[config.mk]
export PLATFORM = sky130hd
export DESIGN_NAME = load_store_unit_flat
export DESIGN_NICKNAME = d
export VERILOG_FILES = /design/src/rtl/load_store_unit_if.sv /design/src/rtl/load_store_unit.sv /design/src/flat_wrapper.sv
export SDC_FILE = /design/constraint.sdc
export NUM_CORES = 1
export LEC_CHECK = 0
export ABC_AREA = 1
export CORE_MARGIN = 2
export CORE_UTILIZATION = 48
export CTS_CLUSTER_SIZE = 25
export DETAILED_ROUTE_END_ITERATION = 7
export PLACE_DENSITY = 0.81
export SLEW_MARGIN = 10
export SYNTH_ARGS = -nofsm -noshare
export SYNTH_HDL_FRONTEND = slang
export SYNTH_SLANG_ARGS = --single-unit
[constraint.sdc]
create_clock -name clock -period 3.4 [get_ports clock]
set_input_delay 0.68 -clock clock [delete_from_list [all_inputs] [get_ports clock]]
set_output_delay 0.68 -clock clock [all_outputs]
set_load 0.05 [all_outputs]
[src/rtl/load_store_unit_if.sv]
// Request/response channel (requester <-> LSU) and memory port (LSU <-> memory)
// for the load/store unit.
interface lsu_req_if;
  logic        req_valid;
  logic        req_ready;
  logic        req_write;
  logic [1:0]  req_size;
  logic        req_unsigned;
  logic [63:0] req_addr;
  logic [63:0] req_wdata;
  logic        resp_valid;
  logic [63:0] resp_rdata;
  logic        resp_fault;

  modport master (output req_valid, req_write, req_size, req_unsigned, req_addr, req_wdata,
                  input  req_ready, resp_valid, resp_rdata, resp_fault);
  modport slave  (input  req_valid, req_write, req_size, req_unsigned, req_addr, req_wdata,
                  output req_ready, resp_valid, resp_rdata, resp_fault);
endinterface

interface lsu_mem_if;
  logic [63:0] mem_address;
  logic [63:0] write_data;
  logic        mem_write;
  logic        mem_read;
  logic [63:0] read_data;

  modport master (output mem_address, write_data, mem_write, mem_read, input read_data);
  modport slave  (input mem_address, write_data, mem_write, mem_read, output read_data);
endinterface

[src/rtl/load_store_unit.sv]
// Single-outstanding load/store unit on a 64-bit byte-addressed memory port.
// Define LSU_MISALIGN_CHECK_EN to fault on accesses not aligned to their size.
module load_store_unit #(
  parameter int unsigned MEM_BYTES = 64
) (
  input  logic       clock,
  input  logic       reset_n,
  lsu_req_if.slave   req,
  lsu_mem_if.master  mem
);
  typedef enum logic [1:0] {IDLE, ACCESS, WRITE, RESP} state_t;

  typedef struct packed {
    logic        write;
    logic [1:0]  size;
    logic        uns;
    logic [63:0] addr;
    logic [63:0] wdata;
  } lsu_req_t;

  localparam logic [63:0] MAX_ADDR = 64'(MEM_BYTES - 8);

  state_t      state, nxt;
  lsu_req_t    rq;
  logic [63:0] merge_q, rdata_q;
  logic        fault_q;
  logic        fault, full_st;
  logic [63:0] mask, ext;
  logic [63:0] rd;

  assign rd      = mem.read_data;
  assign full_st = rq.write && (rq.size == 2'd3);

  always_comb begin
    mask = '1;
    ext  = rd;
    case (rq.size)
      2'd0: begin
        mask = 64'h0000_0000_0000_00ff;
        ext  = rq.uns ? {56'b0, rd[7:0]} : {{56{rd[7]}}, rd[7:0]};
      end
      2'd1: begin
        mask = 64'h0000_0000_0000_ffff;
        ext  = rq.uns ? {48'b0, rd[15:0]} : {{48{rd[15]}}, rd[15:0]};
      end
      2'd2: begin
        mask = 64'h0000_0000_ffff_ffff;
        ext  = rq.uns ? {32'b0, rd[31:0]} : {{32{rd[31]}}, rd[31:0]};
      end
      default: begin
        mask = '1;
        ext  = rd;
      end
    endcase
  end

  // Unsigned compare: addresses near 2^64 fault rather than wrapping.
`ifdef LSU_MISALIGN_CHECK_EN
  logic [2:0] align;
  always_comb begin
    case (rq.size)
      2'd0:    align = 3'b000;
      2'd1:    align = 3'b001;
      2'd2:    align = 3'b011;
      default: align = 3'b111;
    endcase
  end
  assign fault = (rq.addr > MAX_ADDR) || (|(rq.addr[2:0] & align));
`else
  assign fault = (rq.addr > MAX_ADDR);
`endif

  always_ff @(posedge clock or negedge reset_n) begin
    if (!reset_n) state <= IDLE;
    else          state <= nxt;
  end

  always_comb begin
    nxt = state;
    case (state)
      IDLE:    if (req.req_valid) nxt = ACCESS;
      ACCESS:  nxt = (fault || !rq.write || full_st) ? RESP : WRITE;
      WRITE:   nxt = RESP;
      default: nxt = IDLE;
    endcase
  end

  // Strobes decode straight from state so reset kills them within the cycle.
  always_comb begin
    req.req_ready   = (state == IDLE);
    req.resp_valid  = (state == RESP);
    mem.mem_address = '0;
    mem.write_data  = '0;
    mem.mem_write   = 1'b0;
    mem.mem_read    = 1'b0;
    case (state)
      ACCESS: if (!fault) begin
        mem.mem_address = rq.addr;
        if (full_st) begin
          mem.mem_write  = 1'b1;
          mem.write_data = rq.wdata;
        end else begin
          mem.mem_read = 1'b1;
        end
      end
      WRITE: begin
        mem.mem_address = rq.addr;
        mem.mem_write   = 1'b1;
        mem.write_data  = merge_q;
      end
      default: ;
    endcase
  end

  always_ff @(posedge clock or negedge reset_n) begin
    if (!reset_n) begin
      rq      <= '0;
      merge_q <= '0;
      rdata_q <= '0;
      fault_q <= 1'b0;
    end else begin
      if (state == IDLE && req.req_valid) begin
        rq.write <= req.req_write;
        rq.size  <= req.req_size;
        rq.uns   <= req.req_unsigned;
        rq.addr  <= req.req_addr;
        rq.wdata <= req.req_wdata;
      end
      if (state == ACCESS) begin
        fault_q <= fault;
        rdata_q <= (fault || rq.write) ? '0 : ext;
        merge_q <= (rd & ~mask) | (rq.wdata & mask);
      end
    end
  end

  assign req.resp_rdata = rdata_q;
  assign req.resp_fault = fault_q;
endmodule

[src/flat_wrapper.sv]
// flat-port wrapper written by rule: the top's interface ports become plain ports
module load_store_unit_flat 
#(
  parameter int unsigned MEM_BYTES = 64
)
  (clock, reset_n, req_req_valid, req_req_write, req_req_size, req_req_unsigned, req_req_addr, req_req_wdata, req_req_ready, req_resp_valid, req_resp_rdata, req_resp_fault, mem_mem_address, mem_write_data, mem_mem_write, mem_mem_read, mem_read_data);
  lsu_req_if req_i ();
  lsu_mem_if mem_i ();
  input  logic clock;
  input  logic reset_n;
  input wire logic [$bits(req_i.req_valid)-1:0] req_req_valid;
  input wire logic [$bits(req_i.req_write)-1:0] req_req_write;
  input wire logic [$bits(req_i.req_size)-1:0] req_req_size;
  input wire logic [$bits(req_i.req_unsigned)-1:0] req_req_unsigned;
  input wire logic [$bits(req_i.req_addr)-1:0] req_req_addr;
  input wire logic [$bits(req_i.req_wdata)-1:0] req_req_wdata;
  output wire logic [$bits(req_i.req_ready)-1:0] req_req_ready;
  output wire logic [$bits(req_i.resp_valid)-1:0] req_resp_valid;
  output wire logic [$bits(req_i.resp_rdata)-1:0] req_resp_rdata;
  output wire logic [$bits(req_i.resp_fault)-1:0] req_resp_fault;
  output wire logic [$bits(mem_i.mem_address)-1:0] mem_mem_address;
  output wire logic [$bits(mem_i.write_data)-1:0] mem_write_data;
  output wire logic [$bits(mem_i.mem_write)-1:0] mem_mem_write;
  output wire logic [$bits(mem_i.mem_read)-1:0] mem_mem_read;
  input wire logic [$bits(mem_i.read_data)-1:0] mem_read_data;
  assign req_i.req_valid = req_req_valid;
  assign req_i.req_write = req_req_write;
  assign req_i.req_size = req_req_size;
  assign req_i.req_unsigned = req_req_unsigned;
  assign req_i.req_addr = req_req_addr;
  assign req_i.req_wdata = req_req_wdata;
  assign req_req_ready = req_i.req_ready;
  assign req_resp_valid = req_i.resp_valid;
  assign req_resp_rdata = req_i.resp_rdata;
  assign req_resp_fault = req_i.resp_fault;
  assign mem_mem_address = mem_i.mem_address;
  assign mem_write_data = mem_i.write_data;
  assign mem_mem_write = mem_i.mem_write;
  assign mem_mem_read = mem_i.mem_read;
  assign mem_i.read_data = mem_read_data;
  load_store_unit #(.MEM_BYTES(MEM_BYTES)) u_core (.clock(clock), .reset_n(reset_n), .req(req_i), .mem(mem_i));
endmodule
==> impl_metrics.toml <==
[critical_path]
reg2reg_to = "u_core.req.resp_rdata[59]"
critPathLaunchType = "register"
cp_cell_sequence = "inv_1 > ha_1 > inv_6 > buf_12 > nor3_1 > buf_12"
worstPathArrival_ns = 2.61
rr_startpoint = "u_core.rq[130]"
crit_path_max_incr_delay_ns = 0.48
cp.required_ns = 2.72
end_kind = "output pin"
crit_buf_inv = 4
rrSetupSlack_ns = 0.72
rr_worst_depth = 8
cp_common_cell = "buf_12"
criticalPathCategory = "reg -> out"
slowest_stage = "ha_1"
cp_max_fo = 52
path_delay_family = "buffers and inverters"

[sta]
finalClockSkew_ns = 0.0106
fmax_mhz = 304
hold_ws_ns = 0.164
tightest_slew_ns = 0.870
relSlewSlack_pct = 42.0
min_period_ns = 3.29
finalCritPeriodShare_pct = 96.8
rsz0062_at_grt = "true"
hold_viol_final = 0
fin_ws_ns = 0.108
finalSetupViolCount = 0
report.final.slew_viol_count = 0
finalSetupTns_ns = 0

[placed_design]
place_inst = 2278
dp_slack_ns = 0.503
placed_area_um2 = 18100
hpwl_um = 30200
io_buffers = 395
gp_congestion = 0.869

[power_and_ir_drop]
netSwitchingFraction_pct = 47.3
peakVddDrop_mv = 0.634
internal_power_mw = 9.79
cellLeakagePower_nw = 8.66
p_switching_mw = 8.79
powerDensity_nw_per_um2 = 970
p_comb_share_pct = 56.3
clkPwrFrac_pct = 16.9
power.total_mw = 18.6
seqPwrFrac_pct = 26.8

[final_layout]
fin_cells = 2336
nNetsFinal = 2172
utilization_pct = 71.1
drive_gt1_share_pct = 16.9
stdcell_area_um2 = 19200
area_growth_pct = 45.4

[global_route]
antenna_found_initial = 4
overflow = 0
grt_max_degree = 100
grt_pass1_vias = 13000
track_usage_pct = 30.6
grt_pass1_wl_um = 70200

[routing]
routed_wirelength_um = 44900
drt_iter0_markers = 1540
wire_per_inst_um = 19.2
final_antenna_net_count = 0
vias_per_cell = 5.59
num_vias = 13100
drc = 0
dr.pass1.iters = 5

[logic_synthesis]
synthArstFlopShare_pct = 100
synth_seq_cells = 263
avgSynthCellArea_um2 = 8.05
netlist-cell-type-count = 37
syn_area_um2 = 13200
synthCells = 1637
synth_edf_count = 0
ys_seq_area_share_pct = 50.0
synth_flop_cell = "dfrtp_1"
ys_warn_count = 0
synth_nets = 1840

[clock_network]
cts-root-buf = "clkbuf_16"
clk_path_buf_depth = 3
cts_tree = "built"
cts_hold_buf = 0
htree_levels = 1
numCtsBuffers = 29
cts.sinks = 263
clk-insertion-delay-late_ns = 0.54
cts.clk_slew.worst_paths_ns = 0.07

[status]
status = "finished clean"

[floorplan]
ios = 396
die-area_um2 = 28800
die_h_um = 170
start_util_pct = 48.9
core_um2 = 27000
die_w_um = 170
row_count = 60

[run]
maxCapViolCount = 0

[worst_hold_path]
worstHoldPathType = "in -> async"
## power by group through the flow
stage / clock network (mW) / registers, mW / logic, mW
2_1_floorplan: 0 / 4.78 / 6.55
5_1_grt: 3.31 / 5.08 / 11.2
3_5_place_dp: 0 / 5.00 / 10.2
4_1_cts: 3.18 / 4.95 / 10.3
3_3_place_gp: 0 / 4.93 / 10.0
6_report: 3.14 / 4.98 / 10.5
## Yosys cell counts, types with 6 or more instances
master / n / share of area, %
mux2_2: 42 / 3.6
inv_2: 8 / 0.23
o21ai_2: 10 / 0.66
nand2_1: 320 / 9.1
o21ai_0: 54 / 2.1
nand4_1: 34 / 1.6
inv_1: 100 / 2.8
clkbuf_1: 56 / 1.6
nor3_1: 21 / 0.80
o21ai_1: 10 / 0.38
dfrtp_1: 263 / 50
nand3_1: 72 / 2.7
buf_4: 8 / 0.46
buf_8: 6 / 0.68
buf_2: 14 / 0.53
or2_2: 25 / 1.2
nor2_2: 9 / 0.43
buf_1: 17 / 0.48
nor2_1: 276 / 7.9
buf_6: 11 / 0.94
a21oi_1: 251 / 9.5
## state kept, by name, indices dropped and copies added, names as in the netlist
name,flops
u_core.rq,132
u_core.merge_q,64
u_core.req.resp_rdata,64
u_core.state,2
u_core.req.resp_fault,1
## cells by family after synthesis
kind of cell / count (synthesis) / share of synthesized area (%)
flip-flops: 263 / 50.0
multiplexers: 42 / 3.59
buffers and inverters: 233 / 8.71
AO/OA/AOI/OAI: 325 / 12.6
AND/OR/NAND/NOR: 770 / 24.7
adder cells (fa/ha/maj): 4 / 0.380
## layout by cell type, fill, tap and decap left out, types with 40 or more instances in the layout
cell,count
nand2_1,319
inv_1,100
mux2_2,42
buf_4,40
a21oi_1,223
buf_12,102
dfrtp_1,263
nand3_1,72
o21ai_0,54
nor2_1,275
clkdlybuf4s50_1,264
## area by class of cell
| cell class | count | area (µm²) |
|---|---|---|
| Fill cell | 1999 | 7800 |
| Sequential cell | 263 | 6580 |
| Multi-Input combinational cell | 1141 | 5600 |
| Timing Repair Buffer | 423 | 5150 |
| Clock buffer | 39 | 813 |
| Inverter | 111 | 433 |
| Tap cell | 341 | 427 |
| Clock inverter | 14 | 138 |
| Antenna cell | 4 | 10.0 |
## per-layer routing
metal | routed length, µm | global-route usage [%]
met1 | 17100 | 38.4
met2 | 21600 | 50.3
met3 | 4440 | 7.63
met4 | 1890 | 13.3
met5 | 0 | 0
## how the worst max path moves through the flow
stage	startpoint	endpoint	slack, ns	cells past startpoint
2_1_floorplan	u_core.state[0]	mem_mem_address[17]	0.41	6
3_3_place_gp	u_core.rq[106]	mem_write_data[32]	0.52	11
3_5_place_dp	u_core.state[0]	mem_mem_address[9]	0.50	5
4_1_cts	u_core.rq[106]	mem_write_data[32]	0.04	11
5_1_grt	u_core.rq[111]	mem_write_data[43]	-0.003	11
6_report	u_core.state[0]	mem_mem_address[18]	0.11	6
## timing repair
item | in CTS | in global routing
endpoints found under the setup margin | 53 | 78
pin swaps | 0 | 1
resized for setup | 16 | 34
setup buffers | 0 | 1
Power figures use the tool's default switching activity.
==> variant 1, RTL diff (config.mk and constraints unchanged) <==
Build with the macro `LSU_MISALIGN_CHECK_EN` defined.
--- a/src/rtl/load_store_unit.sv
+++ b/src/rtl/load_store_unit.sv
@@ -2,2 +2,4 @@
 // Define LSU_MISALIGN_CHECK_EN to fault on accesses not aligned to their size.
+`define LSU_MISALIGN_CHECK_EN
+
 module load_store_unit #(
Check against the original RTL: not equivalent (Yosys sat finds a counterexample within 4 cycles, from zero or initial values and one cycle with reset_n low).
==> variant 1 against the original RTL <==
Synthesized cell count up 5.1%; area after synthesis up 0.44%; count of clock-buffer cells in the layout up 5; wire length up 4.8%; utilization up 0.11 points; critical path type unchanged; highest routed layer is now met5; total power down 1.5%; cell area up 0.43%; worst hold slack worse by 74 ps; clock skew up 11 ps; worst setup slack better by 11 ps; register-to-register slack better by 300 ps; critical path depth up 3; sequential cell count unchanged.
==> variant 1: results (changes against the original RTL) <==
- Synth cell count leaders: nand2_1 (386), nor2_1 (359), dfrtp_1 (263)
- Netlist cell types: 23 (-38%)
- Vias in the first global route: 13,216 (+1.3%)
- P_leak: 8.901 nW (+2.8%)
- Status: complete, no violations
- Clock Skew: 21.54 ps (+10.98 ps)
- R2R Setup Slk: 1020 ps (+300 ps)
- Max Fanout on Critical Path: 48 (-7.7%)
- Fin Hold WS: 89.75 ps (-74.41 ps)
- Slowest CP cell: dfrtp_1
- CP peak stage delay: 400 ps (-80 ps)
- Reg2reg end: u_core.req.resp_rdata[32]
- NumNets Final: 2,252 (+3.7%)
- CP arrival: 2600 ps (about the same)
- Via density: 5.657 (+1.2%)
- Later-pin clock latency in the skew report: 560 ps (+20 ps)
- Top delay family on crit path: simple AND/OR/NAND/NOR gates
- Final WL: 47.09 mm (+4.8%)
- DP Wirelength: 31.18 mm (+3.3%)
- Syn nets: 1,924 (+4.6%)
- R2R cell count: 9 (+1)
- First-pass GRT wire length: 71.78 mm (+2.2%)
- Share of layout cells above drive strength 1: 14.22% (-2.7 points)
- DR iter-0 viols: 1,583 (+2.8%)
- Place WS: 500.0 ps (-3.118 ps)
- Clock Tree Buf Depth: 3 (unchanged)
- Syn_area_per_cell: 7.687 um^2 (-4.5%)
- Crit. Startpoint: u_core.rq[125]
- Largest net degree at the start of global routing: 119 (+19%)
- I/O Buffers: 395 (unchanged)
- Area post-placement: 18,130 um^2 (+0.42%)
- CTS buffer count: 28 (-3.4%)
- Worst Tran Pin Value: 661.9 ps (-207.9 ps)
- Fin cells: 2,415 (+3.4%)
- Register area share after synthesis: 49.75% (-0.22 points)
- Peak VDD IR: 0.6534 mV (+3.1%)
- Antenna violations before repair: 6 (+2)
- Largest cells by area after synthesis: dfrtp_1 (50%), nand2_1 (11%), nor2_1 (10%)
- Routability cong.: 0.9392 (+8.1%)
variant 1: cell count changes in the layout (fill, tap and decap cells not counted), moves of 12 or more:
cell     delta
buf_4      +28
or2_2      -25
nand4_1    +34
a21oi_1    -29
nand2_1    +65
nor2_1     +83
mux2_2     +12
variant 1: repair_timing:
action	in CTS	in global routing
setup endpoints to repair	26	67
pin swaps	1	0
cloned	0	1
resized for setup	7	20
hold endpoints to repair	0	0
setup buffers	2	2
variant 1: worst max-delay path by stage:
stage / cells after the start / end / slack (ps)
final: 9 / mem_write_data[50] / 120
after floorplan: 7 / mem_mem_read / 260
after global placement: 9 / mem_write_data[31] / 490
after CTS: 9 / mem_write_data[31] / 10
after global routing: 11 / mem_write_data[34] / -0.6
after detailed placement: 5 / mem_mem_address[6] / 500
variant 1: layout make-up:
type | instances | area (um^2)
Antenna cell | 6 | 15.01
Clock buffer | 44 | 830.8
Clock inverter | 5 | 86.33
Fill cell | 1981 | 7792
Inverter | 93 | 356.6
Multi-Input combinational cell | 1231 | 5836
Sequential cell | 263 | 6581
Tap cell | 341 | 426.7
Timing Repair Buffer | 432 | 5101
variant 1: metal layers:
metal / vias up / routed length, um / GRT usage, %
met5: - / 13 / 0
met4: 2 / 2288 / 14.42
li1: 6216 / - / -
met3: 134 / 4707 / 7.186
met1: 6491 / 17870 / 40.19
met2: 819 / 22210 / 51.30
variant 1: cells by family after synthesis:
kind of cell             Yosys count  share of synthesized area, %
AND/OR/NAND/NOR                  904                         27.98
AO/OA/AOI/OAI                    269                         10.18
flip-flops                       263                         49.75
adder cells (fa/ha/maj)            4                        0.3783
buffers and inverters            227                         7.122
multiplexers                      54                         4.597
variant 1: where the power goes:
group	internal [W]	switching, W	total (W)
sequential	0.00430	0.000754	0.00506
combinational	0.00349	0.00665	0.0101
clock	0.00182	0.00128	0.00309
==> variant 2, RTL diff (config.mk and constraints unchanged) <==
Made on the original files. Re-encode `state_t` (4 states) as one-hot, 4 bits wide.
--- a/src/rtl/load_store_unit.sv
+++ b/src/rtl/load_store_unit.sv
@@ -10,3 +10,3 @@
 );
-  typedef enum logic [1:0] {IDLE, ACCESS, WRITE, RESP} state_t;
+  typedef enum logic [3:0] {IDLE = 4'b0001, ACCESS = 4'b0010, WRITE = 4'b0100, RESP = 4'b1000} state_t;
 
Formal check against the unedited RTL: same outputs for any inputs over 4 cycles, from zero or initial values and one cycle with reset_n low; so few cycles prove little.
==> variant 2 against the original RTL <==
Sequential cell count grew 2; wire length barely moved; worst hold slack got worse by 92 ps; area after synthesis decreased by 4.9%; largest cell class unchanged; total power fell by 19%; worst setup slack better by 41 ps; cell area shrank 0.18%; first-iteration DRC count fell by 1.3%.
==> variant 2: results (changes against the original RTL) <==
- GR Util All Layers: 32.34% (+1.8 points)
- DP Wirelength: 30.21 mm (+0.12%)
- Synth cell count leaders: nand2_1 (648), dfrtp_1 (264), nor2_1 (231)
- Syn nets: 1,871 (+1.7%)
- DR iter-0 viols: 1,520 (-1.3%)
- Max reg flops: 132 (unchanged)
- Worst Tran Pin Value: 1240 ps (+370.1 ps)
- Share of layout cells above drive strength 1: 11.70% (-5.2 points)
- Routability cong.: 0.8650 (-0.44%)
- Htree depth: 1 (unchanged)
- Min-Delay Path Class: input port to asynchronous set/reset pin
- I/O Buffers: 395 (unchanged)
- Max Fanout on Critical Path: 29 (-44%)
- CTS buffer count: 28 (-3.4%)
- P_leak: 9.074 nW (+4.8%)
- Share of flip-flops with an asynchronous set or reset: 100.0% (unchanged)
- Std cell rows: 59 (-1.7%)
- Most used DFF post-synth: dfrtp_1
- CP arrival: 2570 ps (-40 ps)
- Netlist cell types: 23 (-38%)
- Final WL: 44.96 mm (about the same)
- CTS root buf: clkbuf_16
- Register area share after synthesis: 52.95% (+3.0 points)
- First-pass GRT wire length: 69.09 mm (-1.6%)
- Clock Tree Buf Depth: 3 (unchanged)
- Final Hold Viols: 0 (unchanged)
- Largest cells by area after synthesis: dfrtp_1 (53%), nand2_1 (19%), nor2_1 (6.9%)
- Via count: 13,014 (-0.37%)
- Register clock-pin slew on the reported worst setup and hold paths: 60 ps
- Later-pin clock latency in the skew report: 540 ps (about the same)
- Synth warnings: 0 (unchanged)
- NumNets Final: 2,220 (+2.2%)
- Status: complete, no violations
- Fillers: 1,845 (-7.7%)
- Clock Skew: 16.91 ps (+6.352 ps)
- Peak VDD IR: 0.5761 mV (-9.1%)
- DR pass1 iterations: 5 (unchanged)
- Top reg by flops: u_core.rq
- Antenna violations before repair: 3 (-1)
- Largest net degree at the start of global routing: 113 (+13%)
==> variant 2: cell count changes after synthesis, moves of 33 or more <==
cell     delta
a21oi_1   -187
mux2_2     -42
nand2_1   +328
o21ai_0    +33
nor2_1     -45
nand3_1    +57
==> variant 2: final timing paths <==
check,from,end,slack [ps],depth (start not counted)
max in group asynchronous,reset_n,u_core.req.resp_rdata[26],2260,2
worst min-delay path,reset_n,u_core.req.resp_rdata[57],70,1
worst min register to register,u_core.req.resp_rdata[32],u_core.req.resp_rdata[32],480,2
min in group clock,u_core.req.resp_rdata[32],u_core.req.resp_rdata[32],480,2
worst max register to register,u_core.rq[121],u_core.req.resp_rdata[0],1060,11
worst max-delay path,u_core.rq[121],mem_mem_read,150,12
==> variant 2: cell families after synthesis <==
kind of cell	count (synthesis)	synth area share (%)
and+or+nand+nor	1022	32.52
DFF	265	52.95
buffers and inverters	198	6.812
AOI/OAI and AO/OA	187	7.712
==> variant 2: timing repair <==
item                                    4_1_cts  5_1_grt
resized for setup                             0        1
buffers inserted                              0        9
endpoints found under the setup margin        0       64
==> variant 2: area by class of cell <==
class	instances	area, um^2	share of cell area (%)
tap	335	419.2	2.193
inverter	86	330.3	1.728
multi-input combinational	1209	5061	26.48
timing repair buffer	431	5660	29.61
sequential	265	6633	34.70
clock inverter	17	219.0	1.145
clock buffer	35	788.3	4.124
antenna	2	5.005	0.02618
==> variant 2: stage by stage <==
stage	cell area (um^2)	cells	power (W)	hold WS, ps	setup slack, ps
floorplan	12530	1672	0.009446	384.4	824.7
global route	19120	2380	0.01597	117.7	-4.002
finish	19120	2380	0.01509	72.02	148.3
CTS	19000	2368	0.01506	103.9	14.99
detailed placement	18000	2316	0.01168	468.2	588.0
global placement	18000	2316	0.01142	462.1	626.6
==> variant 2: worst max-delay path, stage by stage (launching register included) <==
cell	delay, ps
dfrtp_1	400
nor2_1	170
nand2_1	80
nor2_1	90
nand2_1	60
nor2_1	150
nand3_2	130
nor2_4	200
buf_4	150
buf_12	190
inv_1	90
nor2_1	90
buf_4	200
==> variant 2: metal layers <==
| layer | global-route usage, % | part of all wire [%] | routed length, um |
|---|---|---|---|
| met2 | 54.39 | 49 | 21810 |
| met4 | 14.58 | 4.6 | 2085 |
| met1 | 38.97 | 36 | 16390 |
| met5 | 0 | 0.024 | 11 |
| met3 | 8.591 | 10 | 4659 |
==> variant 2: power breakdown <==
group	switching [W]	internal (W)	total, W
sequential	0.000985	0.00464	0.00562
combinational	0.00418	0.00195	0.00613
clock	0.00131	0.00202	0.00334
total	0.00648	0.00861	0.0151
